--- config.mk ---
export PLATFORM = sky130hd
export DESIGN_NAME = bus_cycle_sequencer
export DESIGN_NICKNAME = d
export VERILOG_FILES = /design/src/rtl/bus_cycle_sequencer.sv
export SDC_FILE = /design/constraint.sdc
export NUM_CORES = 1
export LEC_CHECK = 0
export CAP_MARGIN = 20
export CORE_MARGIN = 2
export CORE_UTILIZATION = 45
export CTS_CLUSTER_DIAMETER = 120
export DETAILED_ROUTE_END_ITERATION = 7
export GPL_ROUTABILITY_DRIVEN = 0
export PLACE_DENSITY = 0.85
export SLEW_MARGIN = 25
export SYNTH_ARGS = -nofsm -noshare
export SYNTH_HDL_FRONTEND = slang
export SYNTH_SLANG_ARGS = --single-unit
--- constraint.sdc ---
create_clock -name clk -period 3.2 [get_ports clk]
set_input_delay 0.64 -clock clk [delete_from_list [all_inputs] [get_ports clk]]
set_output_delay 0.64 -clock clk [all_outputs]
set_load 0.02 [all_outputs]
--- src/rtl/bus_cycle_sequencer.sv ---
// Bus cycle sequencer: walks fetch/memory/io/intack cycles through T-states,
// inserts automatic and WAIT-pin wait states, arbitrates bus hold and latches NMI.
module bus_cycle_sequencer #(
  parameter int AW     = 16,
  parameter int DW     = 8,
  parameter int MEM_WS = 0,
  parameter int IO_WS  = 1,
  parameter int INT_WS = 2
) (
  input  logic          clk,
  input  logic          reset,
  input  logic          req,
  input  logic [2:0]    func,
  input  logic [AW-1:0] addr,
  input  logic [AW-1:0] rfsh_addr,
  input  logic [DW-1:0] wdata,
  input  logic [DW-1:0] din,
  input  logic          mwait,
  input  logic          busrq,
  input  logic          nmi,
  input  logic          nmi_clr,
  output logic [AW-1:0] ab_out,
  output logic          ab_oe,
  output logic [DW-1:0] db_out,
  output logic          db_oe,
  output logic [DW-1:0] rdata,
  output logic          rdata_vld,
  output logic          m1,
  output logic          mreq,
  output logic          iorq,
  output logic          rd,
  output logic          wr,
  output logic          rfsh,
  output logic          bus_oe,
  output logic          busack,
  output logic          busy,
  output logic          done,
  output logic          nmi_pend
);
  typedef enum logic [2:0] {S_IDLE, S_T1, S_T2, S_TW, S_T3, S_T4, S_HOLD} state_t;

  typedef struct packed {
    logic m1;
    logic mreq;
    logic iorq;
    logic rd;
    logic wr;
    logic rfsh;
    logic done;
    logic db_oe;
  } ctl_t;

  localparam logic [2:0] F_FETCH = 3'd0;
  localparam logic [2:0] F_MRD   = 3'd1;
  localparam logic [2:0] F_MWR   = 3'd2;
  localparam logic [2:0] F_IORD  = 3'd3;
  localparam logic [2:0] F_IOWR  = 3'd4;
  localparam logic [2:0] F_INTA  = 3'd5;
  localparam logic [2:0] MEM_WS3 = 3'(MEM_WS);
  localparam logic [2:0] IO_WS3  = 3'(IO_WS);
  localparam logic [2:0] INT_WS3 = 3'(INT_WS);

  state_t          state_q, state_d;
  logic [2:0]      func_q, func_d;
  logic [2:0]      cnt_q, cnt_d;
  logic [2:0]      ws_sel;
  logic [AW-1:0]   ab_q, ab_d;
  logic [DW-1:0]   wdata_q, rdata_q;
  logic            vld_q, cap;
  logic            nmi_prev_q, nmi_pend_q, nmi_pend_d;
  ctl_t            ctl_q, ctl_d;
  logic            legal_req, mem_q, last_t;
  logic            f_fetch, f_mrd, f_mwr, f_iord, f_iowr, f_inta, f_mem, f_io, f_wr;

  assign legal_req = req && (func <= F_INTA);
  assign mem_q     = (func_q == F_MRD) || (func_q == F_MWR);
  assign last_t    = (state_q == S_T4) || (state_q == S_T3 && mem_q);
  assign ws_sel    = (func_q == F_IORD || func_q == F_IOWR) ? IO_WS3 :
                     (func_q == F_INTA) ? INT_WS3 : MEM_WS3;

  // T1 is entered only from IDLE or a last T, so this is the request latch point
  assign func_d = (state_d == S_T1) ? func : func_q;

  assign cap = (state_q == S_T2 || state_q == S_TW) && (state_d == S_T3) &&
               (func_q inside {F_FETCH, F_MRD, F_IORD, F_INTA});

  assign nmi_pend_d = (nmi && !nmi_prev_q) || (nmi_pend_q && !nmi_clr);

  always_ff @(posedge clk) begin
    if (reset) begin
      state_q    <= S_IDLE;
      func_q     <= '0;
      cnt_q      <= '0;
      ab_q       <= '0;
      wdata_q    <= '0;
      rdata_q    <= '0;
      vld_q      <= 1'b0;
      ctl_q      <= '0;
      nmi_prev_q <= nmi;
      nmi_pend_q <= 1'b0;
    end else begin
      state_q    <= state_d;
      func_q     <= func_d;
      cnt_q      <= cnt_d;
      ab_q       <= ab_d;
      if (state_d == S_T1) wdata_q <= wdata;
      if (cap) rdata_q <= din;
      vld_q      <= cap;
      ctl_q      <= ctl_d;
      nmi_prev_q <= nmi;
      nmi_pend_q <= nmi_pend_d;
    end
  end

  always_comb begin
    state_d = state_q;
    cnt_d   = cnt_q;
    case (state_q)
      S_IDLE: begin
        if (busrq)          state_d = S_HOLD;
        else if (legal_req) state_d = S_T1;
      end
      S_T1: begin
        state_d = S_T2;
        cnt_d   = ws_sel;
      end
      S_T2, S_TW: begin
        if (cnt_q != 3'd0) begin
          state_d = S_TW;
          cnt_d   = cnt_q - 3'd1;
        end else if (mwait) begin
          state_d = S_TW;
        end else begin
          state_d = S_T3;
        end
      end
      S_T3:    state_d = S_T4;
      S_HOLD:  if (!busrq) state_d = S_IDLE;
      default: state_d = S_IDLE;
    endcase
    // busrq is only honoured at cycle boundaries
    if (last_t) state_d = busrq ? S_HOLD : (legal_req ? S_T1 : S_IDLE);
  end

  assign f_fetch = (func_d == F_FETCH);
  assign f_mrd   = (func_d == F_MRD);
  assign f_mwr   = (func_d == F_MWR);
  assign f_iord  = (func_d == F_IORD);
  assign f_iowr  = (func_d == F_IOWR);
  assign f_inta  = (func_d == F_INTA);
  assign f_mem   = f_mrd | f_mwr;
  assign f_io    = f_iord | f_iowr;
  assign f_wr    = f_mwr | f_iowr;

  always_comb begin
    ctl_d = '0;
    ab_d  = ab_q;
    case (state_d)
      S_T1: begin
        ctl_d.m1    = f_fetch | f_inta;
        ctl_d.mreq  = f_fetch | f_mem;
        ctl_d.rd    = f_fetch | f_mrd;
        ctl_d.db_oe = f_wr;
        ab_d        = addr;
      end
      S_T2, S_TW: begin
        ctl_d.m1    = f_fetch | f_inta;
        ctl_d.mreq  = f_fetch | f_mem;
        ctl_d.iorq  = f_io | (f_inta && state_d == S_TW);
        ctl_d.rd    = f_fetch | f_mrd | f_iord;
        ctl_d.wr    = f_wr;
        ctl_d.db_oe = f_wr;
      end
      S_T3: begin
        ctl_d.mreq  = f_fetch | f_mem;
        ctl_d.iorq  = f_io;
        ctl_d.rd    = f_mrd | f_iord;
        ctl_d.wr    = f_iowr;
        ctl_d.rfsh  = f_fetch;
        ctl_d.done  = f_mem;
        ctl_d.db_oe = f_wr;
        if (f_fetch) ab_d = rfsh_addr;
      end
      S_T4: begin
        ctl_d.iorq  = f_io;
        ctl_d.rd    = f_iord;
        ctl_d.rfsh  = f_fetch;
        ctl_d.done  = 1'b1;
        ctl_d.db_oe = f_wr;
        if (f_fetch) ab_d = rfsh_addr;
      end
      default: ;
    endcase
  end

  assign ab_out    = ab_q;
  assign ab_oe     = (state_q != S_HOLD);
  assign bus_oe    = (state_q != S_HOLD);
  assign busack    = (state_q == S_HOLD);
  assign busy      = state_q inside {S_T1, S_T2, S_TW, S_T3, S_T4};
  assign db_out    = wdata_q;
  assign db_oe     = ctl_q.db_oe;
  assign rdata     = rdata_q;
  assign rdata_vld = vld_q;
  assign m1        = ctl_q.m1;
  assign mreq      = ctl_q.mreq;
  assign iorq      = ctl_q.iorq;
  assign rd        = ctl_q.rd;
  assign wr        = ctl_q.wr;
  assign rfsh      = ctl_q.rfsh;
  assign done      = ctl_q.done;
  assign nmi_pend  = nmi_pend_q;
endmodule

* Word level (Yosys, flattened, before mapping)
Cells that the tools add are included.
Storage, ports and cells: flip-flop bits (word level) 52, latch bits 0, bits in writable memories 0, bits in read-only memories 0, word-level logic and storage cells 108, memories kept 0
Operators by class: add/subtract/negate cells 1, multiply operators 0, div/mod/pow operators 0, $lt $le $gt $ge 1, eq/ne operators 24, shifts and indexed selects 0, mux-type cells 20, bitwise operators 12, reduce and logical (&&, ||, !) cells 33
Operators by type and width (count):
- case mux 16 bit (2 select lines) | 1
- == test 3 bit, second input constant | 9
- two-way mux 3 bit | 9
- == test 3 x 2 -> 1 bit, second input constant | 8
- two-way mux 16 bit | 1
- case mux 3 bit (5 select lines) | 1
- == test 3 x 1 -> 1 bit, second input constant | 4
- OR reduction 2 bit | 6
- zero test 3 bit | 3
- bitwise OR 1 bit | 9
- logical AND 1 bit | 7
- case mux 3 bit (2 select lines) | 1
- logical OR 1 bit | 5
- nonzero test 5 bit | 1
- OR reduction 5 bit | 1
- two-way mux 2 bit | 2
- case mux 1 bit (2 select lines) | 2
- case mux 1 bit (4 select lines) | 1
- case mux 2 bit (2 select lines) | 1
- AND reduction 2 bit | 2
- nonzero test 2 bit | 2
- nonzero test 4 bit | 1
- OR reduction 4 bit | 1
- <= comparator 3 bit, second input constant | 1
- other kinds (9) | 12

* Logic depth before layout (Yosys ltp)
Gate-level depths: netlist of the first run.
word-level depth 12, depth in mapped cells 9, gate-level depth less buffers 9

* Worst setup path after synthesis of the first run
OpenSTA, ideal clock, no wires.
path kind input-to-reg, start in busrq, end reg ctl_q, in the netlist wr, library setup time 70 ps, arrival time 2001 ps, required time 3130 ps, path slack 1129 ps, stages on the path 6, cells stage by stage nor2_1 o2111ai_2 nand2b_2 mux2_4 or4_1 a21oi_1
Between the ends: longest elaborated chain between the ends 8, elaborated cells between the ends (all ways) 15, those cells by class eq/ne: 6; mux: 7; bitwise: 1; reduce/logical: 1
RTL lines:
- start, declared | RTL line 19 | input logic busrq,
- two-way mux 3 bit (on tied branches) | RTL line 138, 120
- case mux 3 bit (5 select lines) | RTL line 118 | case (state_q)
- two-way mux 3 bit * | RTL line 142 | if (last_t) state_d = busrq ? S_HOLD : (legal_req ? S_T1 : S_IDLE);
- == test 3 x 1 -> 1 bit | RTL line 82 | assign func_d = (state_d == S_T1) ? func : func_q;
- two-way mux 3 bit | RTL line 82
- == test 3 x 2 -> 1 bit or == test 3 bit (tied branches) | RTL line 147, 149
- bitwise OR 1 bit | RTL line 153 | assign f_wr = f_mwr | f_iowr;
- case mux 1 bit (2 select lines) * | RTL line 158 | case (state_d)
- end signal, assigned | RTL line 109 | ctl_q <= ctl_d;
- end, declared | RTL line 71 | ctl_t ctl_q, ctl_d;
Mark *: on every way between the ends. The rest lies on a longest branch, timed or not. A chain may end at the register's enable or synchronous reset.

* Worst setup path in the final report of the first run
Ends and elaborated chain as after synthesis.

==> results of run 1 <==
[worst max-delay path by stage]
stage / startpoint / slack, ns / depth (start not counted) / end
2_1_floorplan: busrq / 1.13 / 6 / wr
5_1_grt: busrq / 0.53 / 7 / wr
3_3_place_gp: busrq / 0.39 / 7 / wr
3_5_place_dp: busrq / 0.29 / 7 / wr
6_report: busrq / 0.61 / 7 / wr
4_1_cts: busrq / 0.63 / 7 / wr
[worst max-delay path, stage by stage]
cell             delay (ns)
clkdlybuf4s50_1        0.50
nor2_1                 0.16
o2111ai_2              0.21
nand2b_2               0.38
mux2_4                 0.40
or4_1                  0.42
a21oi_1                0.13
[layout make-up]
cell class	count	share of cell area [%]
Clock buffer	5	1.98
Clock inverter	3	1.22
Inverter	8	0.863
Multi-Input combinational cell	207	33.4
Sequential cell	52	29.9
Tap cell	70	2.52
Timing Repair Buffer	106	30.1
[registers in the layout (all words and copies together), names as in the netlist]
signal and cells:
state_q 3, nmi_pend 1, ab_out 16, db_out 8, rdata 8, m1 1
rd 1, iorq 1, wr 1, rfsh 1, done 1, mreq 1
rdata_vld 1, db_oe 1, nmi_prev_q 1, func_q 3, cnt_q 3
[cell usage in the layout, fill, tap and decap left out, types with 2 or more instances in the layout]
cell type,instances
a211oi_1,3
a21boi_0,2
a21o_1,3
a21oi_1,23
a311oi_1,17
and3_1,2
buf_4,3
clkbuf_8,5
clkdlybuf4s50_1,102
dfxtp_1,52
ha_1,2
inv_1,8
mux2i_1,8
nand2_1,59
nand2b_1,5
nor2_1,40
nor2b_1,3
nor3_1,8
nor4_1,2
o21a_1,2
o21ai_0,5
xnor2_1,2
[stage by stage]
stage	cells	worst slack [ns]	hold slack [ns]	util (%)
after global routing	451	0.533	0.489	69.0
final	451	0.606	0.463	69.0
after global placement	443	0.387	0.443	66.8
after floorplan	287	1.13	0.444	-
after detailed placement	443	0.291	0.455	66.8
after CTS	451	0.631	0.468	69.0
[cells by family after synthesis]
logic type / Yosys count / share of synthesized area (%)
xor gates and xnor gates: 2 / 0.754
and+or+nand+nor: 126 / 23.2
buffers and inverters: 28 / 5.22
AOI/OAI and AO/OA: 68 / 20.9
DFF: 52 / 44.8
muxes: 9 / 4.09
adders and majority gates: 2 / 1.08
[layer usage]
| layer | vias up | GRT usage, % | part of all wire (%) | wire (um) |
|---|---|---|---|---|
| li1 | 1176 | - | - | - |
| met5 | - | 0 | 0 | 0 |
| met1 | 1088 | 25.1 | 41 | 2520 |
| met4 | 0 | 6.43 | 1.2 | 72 |
| met2 | 96 | 36.3 | 50 | 3120 |
| met3 | 9 | 5.82 | 7.7 | 474 |
[power groups by stage]
stage          sequential (mW)  clock [mW]  combinational (mW)
2_1_floorplan            0.933           0               0.436
3_3_place_gp             0.838           0               0.869
3_5_place_dp             0.842           0               0.887
4_1_cts                  0.828       0.457               0.893
5_1_grt                  0.841       0.482               0.976
6_report                 0.828       0.448               0.889
==> run_results.csv, run 1 <==
group,metric,value,unit
final_layout,design_area,0.00348,mm2
power,power_frac_clock,20.7,%
worst_hold_path,hold_class,"register to register",
detailed_routing,first_pass_iters,4,
power,p_seq_share,38.2,%
sta,slew_headroom,39.2,%
detailed_routing,post-route-drc-count,0,
clock_network,cts_made_buffers,5,
power,p_leak,1.27,nW
run,maxCapViolCount,0,
placed_design,dp_hpwl,4450,um
clock_network,cts_setup_buffers,0,
sta,tns,0,ns
global_routing,grt_pass1_wl,9400,um
clock_network,cts_tree,"yes",
yosys,synth_area_leaders,"dfxtp_1, nand2_1, nor2_1, a311oi_1, a21oi_1",
detailed_routing,postRouteAntennaNets,0,
worst_hold_path,min_from,"db_out[5]",
clock_network,cts_resized,0,
clock_network,clk_pin_slew,0.10,ns
power,p_int,1.39,mW
yosys,synth_top_area_share,44.8,%
yosys,async_flop_share,0,%
sta,fin_crit,2.59,ns
critical_path,cp_max_fo,13,
worst_hold_path,hold_end,"db_out[5]",
yosys,yosysMostFrequentCell,"nand2_1",
final_layout,regArea,0.00104,mm2
yosys,syn_inst,287,
clock_network,htree_levels,2,
placed_design,placed_area,0.00337,mm2
clock_network,clock_path_buffers,2,
final_layout,syn_to_final_growth,49.8,%
global_routing,antenna_found_initial,0,
floorplan,io_pins,104,
yosys,ys_ff_latch,52,
sta,tightestPinTransition,0.912,ns
global_routing,grt_pass1_vias,2130,
sta,finClkSkew,0.00651,ns
clock_network,clkLatencyLatePin,0.30,ns
sta,final_hold_viol_count,0,
critical_path,r2r_slack,0.94,ns
final_layout,antenna_cells,0,
sta,max_freq,386,MHz
global_routing,grt_overflow,0,
critical_path,endpoint_kind,"register",
floorplan,die_w,75.9,um
yosys,ys.flop_type,"dfxtp_1",
yosys,yosysSeqAreaShare,44.8,%
detailed_routing,vias_per_cell,5.25,
yosys,synth_top_area_cell,"dfxtp_1",
yosys,syn_area,0.00232,mm2
yosys,synthTopCellsByCount,"nand2_1, dfxtp_1, nor2_1",
power,p_switching,0.777,mW
critical_path,crit_required,3.44,ns
sta,finalMaxSlewViolations,0,
power,power_density,622,mW/mm2
floorplan,dieArea,0.00575,mm2
yosys,ys_warn_count,0,
critical_path,critPathLaunchType,"input pin",
yosys,synth_edf_count,0,
yosys,synth_nets,347,
clock_network,cts-root-buf,"clkbuf_8",
worst_hold_path,holdPathStages,2,
detailed_routing,drtIter0Drc,100,
sta,finalCritPeriodShare,81.1,%
final_layout,layout-drive-gt1-share,5.51,%
critical_path,critical_path_class,"input pin to register",
sta,rsz0062_at_grt,"no",
yosys,avgSynthCellArea,8.10,um2
critical_path,reg2reg_depth,5,
critical_path,reg2reg_from,"state_q[2]",
critical_path,reg2reg_to,"wr",
clock_network,cts_hold_buffers,0,
floorplan,die_y,75.9,um
critical_path,arrival,2.83,ns
global_routing,globalRouteTotalUtil,21.0,%
detailed_routing,wl_per_cell,13.7,um
final_layout,multi_input_area,0.00116,mm2
detailed_routing,vias,2369,
status,outcome,"complete, no violations",
final_layout,finalNetCount,440,
final_layout,fillers,411,
floorplan,start_util,46.1,%
power,swShare,35.9,%
clock_network,cts_sinks,52,
power,p_total,2.17,mW
placed_design,io_buffers,103,
floorplan,core-area,0.00504,mm2
power,peakVddDrop,0.340,mV
yosys,synth.distinct_cells,42,
sta,finalSetupViolCount,0,
floorplan,fp-row-count,26,
power,combPwrFrac,41.1,%
detailed_routing,routed_wl,6190,um
global_routing,grt_max_degree,52,
Note: power is estimated with default switching activity, not from simulation.
==> run 2: changes to the inputs <==
- CORE_UTILIZATION: 45 -> 42
- PLACE_DENSITY: 0.85 -> 0.8
- clock period: 3.2 -> 2.6 ns (I/O delays scaled with it)
==> run 2 against run 1 <==
  * Sequential cell count unchanged
  * Clock skew about the same
  * Count of clock-buffer cells in the layout is 1 higher
  * Design area grew 2.6%
  * Die area rose by 6.8%
  * Worst setup slack got worse by 0.34 ns
  * Largest power group unchanged
  * Via count up 0.63%
==> run_results.csv, run 2 (synthesized netlist as in run 1, its figures left out) <==
group,metric,value,unit
detailed_routing,drtIter0Drc,222,
final_layout,largest_reg_flops,16,
clock_network,clkLatencyLatePin,0.31,ns
final_layout,antenna_cells,0,
critical_path,cp_cell_sequence,"nor3_1 > a21oi_1 > clkdlybuf4s50_1",
placed_design,io_buffers,103,
run,maxCapViolCount,0,
worst_hold_path,hold_class,"register to register",
clock_network,cts_tree,"yes",
floorplan,io_pins,104,
critical_path,critPathLaunchType,"register",
detailed_routing,routed_wl,6360,um
critical_path,endpoint_kind,"output pin",
sta,max_freq,429,MHz
critical_path,reg2reg_from,"state_q[1]",
power,power_frac_clock,21.4,%
sta,finalCritPeriodShare,89.7,%
critical_path,critPathMaxStageDelay,0.63,ns
critical_path,critical_path_class,"register to output pin",
sta,tns,0,ns
sta,slew_headroom,37.0,%
worst_hold_path,holdPathStages,2,
critical_path,reg2reg_to,"ab_out[2]",
sta,finalMaxSlewViolations,0,
final_layout,layout-drive-gt1-share,7.22,%
detailed_routing,vias,2384,
global_routing,grt_pass1_wl,10400,um
sta,finalSetupViolCount,0,
critical_path,reg2reg_depth,7,
critical_path,arrival,1.81,ns
sta,fin_crit,2.33,ns
critical_path,crit_buf_inv,1,
global_routing,grt_pass1_vias,2261,
sta,tightestPinTransition,0.945,ns
final_layout,final_cell_mix,"clkdlybuf4s50_1, nand2_1, dfxtp_1, nor2_1, a21oi_1",
clock_network,cts_made_buffers,5,
final_layout,syn_to_final_growth,53.6,%
status,outcome,"complete, no violations",
clock_network,cts-root-buf,"clkbuf_8",
final_layout,fin_util,65.6,%
critical_path,path_delay_family,"flip-flops",
detailed_routing,wl_per_cell,13.8,um
power,p_leak,1.32,nW
power,p_int,1.79,mW
global_routing,globalRouteTotalUtil,20.8,%
floorplan,die_y,78.4,um
floorplan,core-area,0.00544,mm2
clock_network,cts_hold_buffers,0,
clock_network,cts_sinks,52,
power,swShare,35.4,%
power,p_switching,0.979,mW
floorplan,dieArea,0.00614,mm2
critical_path,r2r_slack,0.38,ns
placed_design,dp_hpwl,4520,um
power,peakVddDrop,0.392,mV
sta,rsz0062_at_grt,"no",
final_layout,final_common_cell,"clkdlybuf4s50_1",
detailed_routing,first_pass_iters,4,
detailed_routing,postRouteAntennaNets,0,
clock_network,cts_resized,0,
final_layout,finalNetCount,447,
power,p_seq_share,36.8,%
floorplan,fp-row-count,27,
worst_hold_path,min_from,"db_out[4]",
detailed_routing,vias_per_cell,5.18,
sta,final_hold_viol_count,0,
floorplan,start_util,42.7,%
clock_network,htree_levels,2,
global_routing,grt_max_degree,52,
power,power_density,774,mW/mm2
critical_path,cp_max_fo,14,
detailed_routing,post-route-drc-count,0,
clock_network,clock_path_buffers,2,
critical_path,crit_required,2.08,ns
clock_network,cts_setup_buffers,0,
sta,finClkSkew,0.00659,ns
power,combPwrFrac,41.7,%
clock_network,clk_pin_slew,0.10,ns
critical_path,slowest_stage,"dfxtp_1",
global_routing,antenna_found_initial,0,
worst_hold_path,hold_end,"db_out[4]",
global_routing,grt_overflow,0,
floorplan,die_w,78.4,um
-- run 2: changes by cell type in the layout (fill, tap and decap cells not counted), sizes merged --
cell | before | now
clkinvlp | 1 | 0
buf | 4 | 11
clkbuf | 5 | 6
-- run 2: worst min-delay path: stages (launching register included) --
cell and delay (ns):
dfxtp_1 0.32, nand2_1 0.05, a21oi_1 0.05
-- run 2: worst max-delay path by stage --
stage / depth (start not counted) / startpoint / to
6_report: 3 / state_q[2] / busy
2_1_floorplan: 6 / busrq / wr
4_1_cts: 2 / state_q[2] / busack
3_3_place_gp: 7 / busrq / wr
5_1_grt: 3 / state_q[2] / busy
3_5_place_dp: 7 / mwait / ab_out[2]
-- run 2: power by group through the flow --
stage / logic, mW / registers [mW] / clock network, mW
detailed placement: 1.15 / 1.03 / 0
floorplan: 0.537 / 1.15 / 0
CTS: 1.16 / 1.02 / 0.606
global placement: 1.13 / 1.03 / 0
global route: 1.25 / 1.03 / 0.644
finish: 1.15 / 1.02 / 0.592
-- run 2: through the flow --
step                      power [mW]  area (um2)  std cells  hold slack (ns)  worst slack [ns]
after floorplan                 1.68        2320        287            0.444             0.649
after global placement          2.16        3450        452            0.445             0.269
after detailed placement        2.18        3450        452            0.450             0.190
after CTS                       2.78        3570        460            0.464             0.282
after global routing            2.93        3570        460            0.489             0.181
final                           2.76        3570        460            0.463             0.268
-- run 2: metal layers --
metal	track usage (%)	up-vias	wire, um	part of all wire (%)
met5	0	-	0	0
met4	7.19	0	55	0.86
met3	4.25	7	365	5.7
met2	35.3	90	3160	50
met1	26.3	1093	2780	44
li1	-	1194	-	-
-- run 2: cell type report --
cell class | instances | area [um2]
inverter | 8 | 30.0
timing repair buffer | 113 | 1130
tap | 72 | 90.1
clock inverter | 2 | 38.8
sequential | 52 | 1040
fill | 463 | 1870
multi-input combinational | 207 | 1160
clock buffer | 6 | 82.6
